$ cat config.mk
export PLATFORM = sky130hd
export DESIGN_NAME = lux_filter
export DESIGN_NICKNAME = d
export VERILOG_FILES = /design/src/rtl/lux_filter.sv
export SDC_FILE = /design/constraint.sdc
export NUM_CORES = 1
export LEC_CHECK = 0
export CORE_MARGIN = 2
export CORE_UTILIZATION = 65
export CTS_CLUSTER_DIAMETER = 60
export DETAILED_ROUTE_END_ITERATION = 12
export PLACE_DENSITY = 0.87
export SLEW_MARGIN = 10
export SYNTH_ARGS = -nofsm -noshare
export SYNTH_HDL_FRONTEND = slang
export SYNTH_SLANG_ARGS = --single-unit
$ cat constraint.sdc
create_clock -name clk -period 10.9 [get_ports clk]
set_input_delay 2.18 -clock clk [delete_from_list [all_inputs] [get_ports clk]]
set_output_delay 2.18 -clock clk [all_outputs]
set_load 0.01 [all_outputs]
$ cat src/rtl/lux_filter.sv
// rtl/lux_filter.sv - three-stage BH1750 lux conversion, 4-sample moving average and hysteresis comparator
//
// Ports:
//   clk          in   rising-edge system clock
//   reset        in   asynchronous active-low reset
//   data_valid   in   one-cycle pulse, sensor_data holds a completed read
//   sensor_data  in   16-bit raw BH1750 count {high byte, low byte}
//   clear        in   synchronous flush of window, comparator and in-flight samples
//   lux          out  latest converted sample in lux (holds between updates)
//   lux_valid    out  one-cycle pulse when lux updates
//   avg_lux      out  4-sample moving average of lux
//   avg_valid    out  one-cycle pulse when avg_lux updates
//   avg_full     out  high once 4 samples have entered the window
//   above_thresh out  hysteresis comparator on avg_lux (set >= TH_HIGH, clear < TH_LOW)

module lux_filter #(
   parameter logic [15:0] TH_HIGH = 16'd500,
   parameter logic [15:0] TH_LOW  = 16'd400
) (
   input  logic        clk,
   input  logic        reset,
   input  logic        data_valid,
   input  logic [15:0] sensor_data,
   input  logic        clear,
   output logic [15:0] lux,
   output logic        lux_valid,
   output logic [15:0] avg_lux,
   output logic        avg_valid,
   output logic        avg_full,
   output logic        above_thresh
);

   // Stage 0: capture
   logic [15:0] raw_q;
   logic        s0_valid;

   // Stage 2: averaging window
   logic [15:0] win_buf [4];
   logic [1:0]  ptr;
   logic [17:0] sum;
   logic [2:0]  count;

   // Combinational helpers
   logic [15:0] lux_conv;
   logic [17:0] sum_next;
   logic [15:0] avg_next;
   logic        above_next;

   // raw/1.2 rounded to nearest: 54613/65536 ~= 1/1.2, +32768 rounds the
   // 16-bit right shift. The 32-bit product cannot overflow for any raw.
   always_comb begin
      lux_conv = 16'(((32'(raw_q) * 32'd54613) + 32'd32768) >> 16);
   end

   // The oldest slot leaves the window as the new sample enters. Empty slots
   // are zero, so the same update works while the window is still filling.
   always_comb begin
      sum_next = sum - {2'b00, win_buf[ptr]} + {2'b00, lux};
      avg_next = 16'(sum_next >> 2);
      above_next = above_thresh;
      if (avg_next >= TH_HIGH) begin
         above_next = 1'b1;
      end else if (avg_next < TH_LOW) begin
         above_next = 1'b0;
      end
   end

   // Stage 0
   always_ff @(posedge clk or negedge reset) begin
      if (!reset) begin
         raw_q    <= 16'd0;
         s0_valid <= 1'b0;
      end else if (clear) begin
         // A sample arriving with clear is discarded.
         s0_valid <= 1'b0;
      end else begin
         s0_valid <= data_valid;
         if (data_valid) begin
            raw_q <= sensor_data;
         end
      end
   end

   // Stage 1
   always_ff @(posedge clk or negedge reset) begin
      if (!reset) begin
         lux       <= 16'd0;
         lux_valid <= 1'b0;
      end else if (clear) begin
         // lux keeps its last value; only the in-flight flag is flushed.
         lux_valid <= 1'b0;
      end else begin
         lux_valid <= s0_valid;
         if (s0_valid) begin
            lux <= lux_conv;
         end
      end
   end

   // Stage 2
   always_ff @(posedge clk or negedge reset) begin
      if (!reset) begin
         for (int i = 0; i < 4; i++) begin
            win_buf[i] <= 16'd0;
         end
         ptr          <= 2'd0;
         sum          <= 18'd0;
         count        <= 3'd0;
         avg_lux      <= 16'd0;
         avg_valid    <= 1'b0;
         above_thresh <= 1'b0;
      end else if (clear) begin
         for (int i = 0; i < 4; i++) begin
            win_buf[i] <= 16'd0;
         end
         ptr          <= 2'd0;
         sum          <= 18'd0;
         count        <= 3'd0;
         avg_lux      <= 16'd0;
         avg_valid    <= 1'b0;
         above_thresh <= 1'b0;
      end else begin
         avg_valid <= lux_valid;
         if (lux_valid) begin
            win_buf[ptr] <= lux;
            ptr          <= ptr + 2'd1;
            sum          <= sum_next;
            avg_lux      <= avg_next;
            above_thresh <= above_next;
            if (count != 3'd4) begin
               count <= count + 3'd1;
            end
         end
      end
   end

   assign avg_full = (count == 3'd4);

endmodule

==> impl_results.md <==
- Outcome: finished, final reports clean
- Worst-Margin Slew: 990 ps
- Crit path kind: flop to flop
- Fin Hold WS: 520 ps
- Sequential cell area: 0.00308 sq mm
- Period utilization: 55.0%
- Fin. Hold Viols: 0
- Max incr delay on CP: 560 ps
- Synthesized flop and latch total: 123
- Synth area leaders: dfrtp_1 (27%), ha_1 (17%), fa_1 (17%)
- Total track usage: 30.1%
- Final Util: 73.2%
- Max FO, Critical Path: 8
- Drt drc: 0
- HP Class: flop to flop
- Crit-path cells: ha_1 > inv_1 > fa_1 > inv_1 > fa_1 > fa_1 > fa_1 > inv_1 > fa_1 > inv_1 > ha_1 > a211o_1 > a211oi_2 > o221ai_2 > o22a_4 > a41oi_4 > a311oi_1 > or3_1 > a31o_1
- Routed wire per std cell: 17.9 microns
- Drt total wl: 26.5 mm
- Fin. max-slew vios: 0
- Longest Clk Path Bufs: 2
- Cell repeated most along the worst path: fa_1
- Warnings from Yosys: 0
- Iteration-0 DRC Markers: 668
- Avg Inst Size Synth: 9.45 sq um
- Cell taking the most area after synthesis: dfrtp_1
- DRT antenna net count: 0
- Commonest non-fill, non-tap cell in the layout: inv_1
- Synthesized net count: 1,496
- Arrival time at the worst endpoint: 6300 ps
- Worst-Skew Late Latency: 420 ps
- Number of flops mapped to enable cells by yosys: 0
- Async SR Flop Fraction: 100%
- Crit end category: flop
- Req. time, crit path: 11,200 ps
- CTS Root Cell: clkbuf_16
- Total CTS buffers: 17
- Area growth from synthesis to layout: 10.0%
- Drt pass-1 iters: 5
- First-pass GRT wire length: 43.6 mm
- Main flop type after synthesis: dfrtp_1
- Setup violations, final: 0
- Synth Instances: 1,218
- Setup TNS Final: 0 ps
- Share of layout cells above drive strength 1: 5.73%
- Slowest cell on the critical path: fa_1
- CTS tree: yes
- Die width: 137 microns
- Fmax achieved: 0.167 GHz
- Sequential element share of the synthesized area: 26.7%
- Io pins: 56
- Number of global-route vias before repair: 9,000
- Hold_buf cts: 0
- Worst slack, placed: 4900 ps
- Global route total overflow: 0
- Slew headroom: 33.7%
- Vias: 8,693
- Unique masters post-synth: 65
- Most frequent cells in the layout: inv_1 (238), nand2_1 (167), ha_1 (161), dfrtp_1 (123), fa_1 (97)
- Gp weighted congestion: 0.932
- Startpoint class of the critical path: flop
- Cell Rows: 48
- Worst Slack Setup Final: 4900 ps
- Layout Skew: 10.9 ps
- Hpwl dp: 19.7 mm
- Minimum clock period: 6000 ps
- Clock-pin slew on the worst setup and hold paths: 60 ps
- Mapped cell area: 0.0115 sq mm
- TritonCTS Sinks: 123
- Multi-input gate area: 0.00728 sq mm
- Post-CTS sizing: 0
- Ant diodes: 0
- Port Buffers: 55
- Largest net degree at the start of global routing: 90
- Initial antenna violation count: 0
- Starting Density: 66.6%
- Core Area: 0.0173 sq mm
- Die Ht: 137 microns
- Fill cells: 1,232
- Max Cap Viol: 0
- Post-synth top area share: 26.7%
- Fin nets: 1,522
- Post-CTS setup buffers: 0
- Unrepaired setup endpoints after global routing: false
- Full die area: 0.0188 sq mm
- CTS H-tree depth: 4
- Vias/cell: 5.87
## state kept, by name, summed over array words and instances (netlist names)
name / flops
win_buf: 64
avg_lux: 16
lux: 16
raw_q: 16
count: 3
ptr: 2
sum: 2
above_thresh: 1
avg_valid: 1
lux_valid: 1
s0_valid: 1
## worst paths after layout
check,startpoint,to,slack [ps],cells after the start
worst max-delay path,raw_q[6]$_DFFE_PN0P_,lux[14]$_DFFE_PN0P_,4900,19
worst min-delay path,win_buf[22]$_DFFE_PN0P_,win_buf[22]$_DFFE_PN0P_,520,2
worst max register to register,raw_q[6]$_DFFE_PN0P_,lux[14]$_DFFE_PN0P_,4900,19
worst min register to register,win_buf[22]$_DFFE_PN0P_,win_buf[22]$_DFFE_PN0P_,520,2
max in group asynchronous,reset,win_buf[8]$_DFFE_PN0P_,7740,2
min in group asynchronous,reset,avg_lux[10]$_DFFE_PN0P_,1810,1
## cell type report
cell class / count / area share (%)
Sequential cell: 123 / 24.3
Tap cell: 225 / 2.22
Timing Repair Buffer: 59 / 4.52
Inverter: 239 / 7.08
Clock inverter: 11 / 0.691
Multi-Input combinational cell: 804 / 57.5
Clock buffer: 20 / 3.68
## cells in the mapped netlist (9+ instances only)
master / count
dfrtp_1: 123
nor2_1: 46
and2_1: 9
ha_1: 161
a21o_1: 15
fa_1: 97
o21ai_0: 28
nand2_1: 167
o21a_1: 11
xor2_1: 9
mux4_2: 16
clkbuf_1: 34
buf_4: 16
xnor2_1: 16
inv_1: 238
nor3_1: 13
mux2i_1: 10
a21oi_1: 90
## metrics by stage
stage,instances,area [sq um]
3_5_place_dp,1450,12100
2_1_floorplan,1218,11500
5_1_grt,1481,12700
6_report,1481,12700
3_3_place_gp,1450,12100
4_1_cts,1481,12700
## critical path, delay by kind of cell (launching register included)
| kind | cells | cell delay [ps] |
|---|---|---|
| fa+ha+maj | 7 | 3280 |
| compound gates | 7 | 1510 |
| flops | 1 | 510 |
| simple gates | 1 | 330 |
| buf+inv | 4 | 230 |
## cell families after synthesis
logic type      count (synthesis)  share of synthesized area, %
simple gates                  284                          10.8
mux                            34                          4.78
xor+xnor                       25                          1.90
buf+inv                       291                          10.0
compound gates                203                          11.4
fa+ha+maj                     258                          34.4
flops                         123                          26.7
## layer usage
metal,vias up,share of wire [%],GRT usage (%)
met2,320,53,54.4
li1,4008,-,-
met5,-,0,0
met4,0,2.7,11.1
met1,4292,40,36.4
met3,73,4.7,4.59
Power is left out: the tool's default activity adds up to more than one toggle a clock period on the data nets, which glitch-free logic cannot reach.
